<file path="config.mk">
export PLATFORM = sky130hd
export DESIGN_NAME = dmem_arbiter
export DESIGN_NICKNAME = d
export VERILOG_FILES = /design/src/rtl/dmem_pkg.sv /design/src/rtl/dmem_arb_pick.sv /design/src/rtl/dmem_arbiter.sv
export SDC_FILE = /design/constraint.sdc
export NUM_CORES = 1
export LEC_CHECK = 0
export ABC_AREA = 1
export CORE_UTILIZATION = 35
export CTS_BUF_LIST = sky130_fd_sc_hd__clkbuf_8 sky130_fd_sc_hd__clkbuf_16
export DETAILED_ROUTE_END_ITERATION = 16
export HOLD_SLACK_MARGIN = 0.12
export PLACE_DENSITY = 0.71
export SLEW_MARGIN = 30
export SYNTH_ARGS = -nofsm -noshare
export SYNTH_HDL_FRONTEND = slang
export SYNTH_HIERARCHICAL = 1
export SYNTH_SLANG_ARGS = --single-unit
export TNS_END_PERCENT = 30
</file>
<file path="constraint.sdc">
create_clock -name clk -period 4.23 [get_ports clk]
set_clock_uncertainty 0.15 [all_clocks]
set_input_delay 0.6345 -clock clk [delete_from_list [all_inputs] [get_ports clk]]
set_output_delay 0.6345 -clock clk [all_outputs]
set_load 0.05 [all_outputs]
</file>
<file path="src/rtl/dmem_pkg.sv">
// Shared dmem definitions: access width codes, arbiter states and the
// alignment/legality check used by dmem, the LSU and the arbiter.
package dmem_pkg;

  typedef enum logic [2:0] {
    W_LB  = 3'b000,
    W_LH  = 3'b001,
    W_LW  = 3'b010,
    W_LBU = 3'b100,
    W_LHU = 3'b101
  } width_e;

  typedef enum logic [1:0] {
    S_IDLE,
    S_ACCESS,
    S_RESP
  } state_e;

  function automatic logic is_legal_access(input logic       write,
                                           input logic [2:0] width,
                                           input logic [1:0] addr_lo);
    logic ok;
    case (width)
      W_LB:    ok = 1'b1;
      W_LH:    ok = !addr_lo[0];
      W_LW:    ok = (addr_lo == 2'b00);
      W_LBU:   ok = !write;
      W_LHU:   ok = !write && !addr_lo[0];
      default: ok = 1'b0;
    endcase
    return ok;
  endfunction

endpackage

</file>
<file path="src/rtl/dmem_arb_pick.sv">
// Two-way grant selection: a lone requester always wins, a tie goes to the
// requester that was not granted last.
module dmem_arb_pick (
  input  logic [1:0] valid_i,
  input  logic       last_i,
  output logic [1:0] grant_o,
  output logic       idx_o,
  output logic       any_o
);

  always_comb begin
    any_o   = |valid_i;
    idx_o   = valid_i[1] && (!valid_i[0] || !last_i);
    grant_o = '0;
    if (any_o) begin
      grant_o = idx_o ? 2'b10 : 2'b01;
    end
  end

endmodule

</file>
<file path="src/rtl/dmem_arbiter.sv">
// Shares the single dmem port between two requesters, one access in flight.
// Define DMEM_ARB_ROUND_ROBIN_EN for round-robin ties; otherwise requester 0 wins.
module dmem_arbiter
  import dmem_pkg::*;
#(
  parameter int ADDR_W = 32,
  parameter int DATA_W = 32
) (
  input  logic                   clk,
  input  logic                   rst,
  input  logic [1:0]             req_valid,
  output logic [1:0]             req_ready,
  input  logic [1:0]             req_write,
  input  logic [1:0][ADDR_W-1:0] req_addr,
  input  logic [1:0][DATA_W-1:0] req_wdata,
  input  logic [1:0][2:0]        req_width,
  output logic [1:0]             rsp_valid,
  output logic [DATA_W-1:0]      rsp_rdata,
  output logic                   rsp_err,
  output logic [ADDR_W-1:0]      address,
  output logic [DATA_W-1:0]      write_data,
  output logic [2:0]             width,
  output logic                   read_enable,
  output logic                   write_enable,
  input  logic [DATA_W-1:0]      read_data
);

  state_e            state_q;
  logic              gnt_q;
  logic [ADDR_W-1:0] addr_q;
  logic [DATA_W-1:0] wdata_q;
  logic [2:0]        width_q;
  logic              rd_en_q;
  logic              wr_en_q;
  logic [1:0]        rsp_valid_q;
  logic [DATA_W-1:0] rsp_rdata_q;
  logic              rsp_err_q;

  logic [1:0]        pick_gnt;
  logic              pick_idx;
  logic              pick_any;
  logic              last_gnt;
  logic              accept;
  logic              sel_write_d;
  logic [ADDR_W-1:0] sel_addr_d;
  logic [DATA_W-1:0] sel_wdata_d;
  logic [2:0]        sel_width_d;
  logic              legal_d;

  dmem_arb_pick u_pick (
    .valid_i (req_valid),
    .last_i  (last_gnt),
    .grant_o (pick_gnt),
    .idx_o   (pick_idx),
    .any_o   (pick_any)
  );

  assign accept      = (state_q == S_IDLE) && pick_any;
  assign req_ready   = (state_q == S_IDLE) ? pick_gnt : 2'b00;
  assign sel_write_d = req_write[pick_idx];
  assign sel_addr_d  = req_addr[pick_idx];
  assign sel_wdata_d = req_wdata[pick_idx];
  assign sel_width_d = req_width[pick_idx];
  assign legal_d     = is_legal_access(sel_write_d, sel_width_d, sel_addr_d[1:0]);

`ifdef DMEM_ARB_ROUND_ROBIN_EN
  logic rr_q;

  always_ff @(posedge clk or posedge rst) begin
    if (rst) begin
      rr_q <= 1'b1;
    end else if (accept) begin
      rr_q <= pick_idx;
    end
  end

  assign last_gnt = rr_q;
`else
  // Pinning "last granted" to 1 makes the picker's tie rule favour requester 0.
  assign last_gnt = 1'b1;
`endif

  always_ff @(posedge clk or posedge rst) begin
    if (rst) begin
      state_q     <= S_IDLE;
      gnt_q       <= 1'b0;
      addr_q      <= '0;
      wdata_q     <= '0;
      width_q     <= '0;
      rd_en_q     <= 1'b0;
      wr_en_q     <= 1'b0;
      rsp_valid_q <= '0;
      rsp_rdata_q <= '0;
      rsp_err_q   <= 1'b0;
    end else begin
      rd_en_q     <= 1'b0;
      wr_en_q     <= 1'b0;
      rsp_valid_q <= '0;
      case (state_q)
        S_IDLE: begin
          if (accept) begin
            gnt_q   <= pick_idx;
            addr_q  <= sel_addr_d;
            wdata_q <= sel_wdata_d;
            width_q <= sel_width_d;
            if (legal_d) begin
              state_q <= S_ACCESS;
              rd_en_q <= !sel_write_d;
              wr_en_q <= sel_write_d;
            end else begin
              // Illegal requests skip dmem entirely and answer next cycle.
              state_q     <= S_RESP;
              rsp_valid_q <= pick_gnt;
              rsp_err_q   <= 1'b1;
              rsp_rdata_q <= '0;
            end
          end
        end
        S_ACCESS: begin
          state_q     <= S_RESP;
          rsp_valid_q <= gnt_q ? 2'b10 : 2'b01;
          rsp_err_q   <= 1'b0;
          rsp_rdata_q <= rd_en_q ? read_data : '0;
        end
        S_RESP: begin
          state_q     <= S_IDLE;
          rsp_err_q   <= 1'b0;
          rsp_rdata_q <= '0;
        end
        default: state_q <= S_IDLE;
      endcase
    end
  end

  assign address      = addr_q;
  assign write_data   = wdata_q;
  assign width        = width_q;
  assign read_enable  = rd_en_q;
  assign write_enable = wr_en_q;
  assign rsp_valid    = rsp_valid_q;
  assign rsp_rdata    = rsp_rdata_q;
  assign rsp_err      = rsp_err_q;

endmodule

</file>
==> run_results.csv <==
group,metric,value,unit
run_status,status,"complete, no violations",
sta,fmax,315.2,MHz
sta,rsz0062_at_grt,"no",
floorplan,placementRows,43,
sta,period_share,75.00,%
synth,synth_top_area_share,52.41,%
worst_hold_path,hold_class,"reg2reg",
critical_path,max_stage_delay,840,ps
power_and_ir_drop,p_leak,3.806,nW
power_and_ir_drop,p_sw_share,48.37,%
critical_path,cp_max_fo,5,
sta,fin_tns_setup,0,ps
power_and_ir_drop,comb_power_share,56.5,%
power_and_ir_drop,vdd_drop_max,387.0,uV
route,wl_per_cell,14.92,um
floorplan,io_pins,278,
placed_design,place_congestion,0.8122,
synth,syn_area_per_cell,7.823,sq um
clock_tree,clk_pin_slew,70,ps
floorplan,initial_core_util,36.38,%
critical_path,path_cells,"clkdlybuf4s50_1, nand3_1, nand2_1, nand2_1, inv_1, clkdlybuf4s50_1",
synth,ys_ff_latch,107,
clock_tree,cts_root_buf,"clkbuf_16",
critical_path,critPathSlowestCell,"clkdlybuf4s50_1",
sta,holdWs,322.3,ps
route,dr.pass1.iters,5,
synth,syn-cell-area,5109,sq um
power_and_ir_drop,p_seq_share,28.5,%
floorplan,placeableCoreArea,14040,sq um
critical_path,worstPathArrival,2390,ps
global_route,grt_max_degree,73,
sta,drv_slew,0,
clock_tree,cts.sinks,107,
power_and_ir_drop,power.switching,2.666,mW
power_and_ir_drop,intPower,2.846,mW
global_route,grt_usage,21.95,%
critical_path,critPathKind,"in2out",
clock_tree,cts_setup_buffers,0,
route,drt_iter0_drc,354,
synth,seq_area_frac_synth,52.41,%
cells_and_area,final_common_cell,"clkdlybuf4s50_1",
cells_and_area,final_nets,1083,
clock_tree,clock_path_buffers,2,
global_route,grt_pass1_vias,5064,
power_and_ir_drop,powerDensity,666.3,nW/um^2
global_route,grt_overflow,0,
cells_and_area,area_growth,61.94,%
sta,fin_crit,3172,ps
critical_path,cp-end-kind,"primary output",
placed_design,portBuffers,277,
synth,syn_inst,653,
synth,synth_area_leaders,"dfrtp_1, a21oi_1, nand2_1, nor2_1, inv_1",
sta,setup_viol,0,
cells_and_area,drive_above_1_share,4.710,%
sta,tightest_slew,774.5,ps
clock_tree,cts_hold_buf,0,
synth,synth_top_area_cell,"dfrtp_1",
clock_tree,clock_latency,340,ps
route,finalWirelength,16310,um
floorplan,die_y,122.8,um
flow_run,cap_violations,0,
clock_tree,htree_levels,3,
sta,hold_viol,0,
route,antenna_left,0,
cells_and_area,layout_common_cells,"clkdlybuf4s50_1, nand2_1, a21oi_1",
critical_path,path_buf_inv,3,
placed_design,dp_hpwl,11380,um
route,vias,5189,
critical_path,crit_required,3450,ps
power_and_ir_drop,clkPwrFrac,15.0,%
clock_tree,cts_tree,"built",
route,post-route-drc-count,0,
clock_tree,cts_buffers,9,
cells_and_area,diodes,0,
synth,synthDistinctLibCells,23,
sta,slew_headroom,48.37,%
global_route,grt_pass1_wl,25320,um
floorplan,die_w,122.8,um
clock_tree,cts_resized,0,
floorplan,die_area,15080,sq um
critical_path,cp-start-kind,"primary input",
global_route,grt_antenna_before_repair,0,
critical_path,crit_family,"buffers and inverters",
route,vias_per_cell,4.747,
synth,yosysWarningCount,6,
==> area by class of cell <==
class	count	area, sq um
clock inverters	3	12.51
well taps	180	225.2
flip-flops and latches	107	2678
repair buffers	284	2850
inverters	52	200.2
clock buffers	13	280.3
fillers	1255	5769
multi-input cells	454	2027
==> sequential cells by signal, indices dropped and copies added, names as in the netlist <==
register and cells:
rsp_rdata 32, gnt_q 1, write_enable 1, state_q 2
address 32, read_enable 1, width 3, rsp_valid 2
rsp_err 1, write_data 32
==> metal layers <==
layer  GRT usage (%)  up-vias  wire length (um)
met5               0        -                 0
met4           8.537        0               354
met3           6.366       24              1410
met2           36.03      189              7841
met1           27.10     2409              6704
li1                -     2567                 -
==> synth_stat cells <==
| cell | number |
|---|---|
| dfrtp_1 | 107 |
| o21ai_0 | 7 |
| nor2_1 | 100 |
| ha_1 | 3 |
| buf_2 | 7 |
| inv_4 | 1 |
| and2_1 | 1 |
| clkbuf_1 | 25 |
| a31oi_1 | 1 |
| nand2_1 | 157 |
| buf_4 | 4 |
| conb_1 | 1 |
| nand2_2 | 13 |
| a21oi_1 | 128 |
| or2_1 | 1 |
| buf_8 | 1 |
| inv_1 | 51 |
| nand4_1 | 1 |
| nor2_2 | 1 |
| nand3_1 | 36 |
| nand3_4 | 1 |
| buf_6 | 5 |
| nand2_4 | 1 |
==> worst register-to-register path, cell delays in order (launching register included) <==
cell     delay, ps
dfrtp_1        400
inv_1           90
ha_1           360
inv_1           70
nor2_1         250
nor2_2          50
buf_4          250
nand2_4        380
nand2_1        110
nand2_1         80
==> per-stage QoR <==
step / cells / cell area, sq um / utilization (%) / power (mW) / worst slack (ps)
floorplan: 655 / 5116 / - / 3.615 / 628.3
global placement: 1077 / 7978 / 56.81 / 4.706 / 914.9
detailed placement: 1077 / 7980 / 56.83 / 4.711 / 849.8
CTS: 1093 / 8273 / 58.91 / 5.561 / 1030
global route: 1093 / 8273 / 58.91 / 5.817 / 947.2
finish: 1093 / 8273 / 58.91 / 5.512 / 1058
==> cells by family after synthesis <==
kind of cell	share of synthesized area (%)
AO/OA/AOI/OAI	13.35
AND/OR/NAND/NOR	25.06
adder cells (fa/ha/maj)	0.7348
other	0.07340
flip-flops	52.41
buffers and inverters	8.376
==> worst paths after layout <==
path / cells after the start / slack [ps] / from / endpoint
worst max-delay path: 6 / 1060 / req_valid[0] / req_ready[0]
worst min-delay path: 2 / 320 / rsp_rdata[13] / rsp_rdata[13]
worst max register to register: 9 / 1990 / state_q[0] / rsp_rdata[11]
worst min register to register: 2 / 320 / rsp_rdata[13] / rsp_rdata[13]
max in group asynchronous: 3 / 2600 / rst / write_data[2]
min in group asynchronous: 2 / 570 / rst / address[25]
==> power by group through the flow <==
| stage | Sequential (mW) | Combinational, mW | Clock, mW |
|---|---|---|---|
| global route | 1.61 | 3.32 | 0.888 |
| global placement | 1.58 | 3.13 | 0 |
| detailed placement | 1.58 | 3.13 | 0 |
| finish | 1.57 | 3.12 | 0.826 |
| floorplan | 2.77 | 0.847 | 0 |
| CTS | 1.57 | 3.14 | 0.847 |
Power figures use the tool's default switching activity.
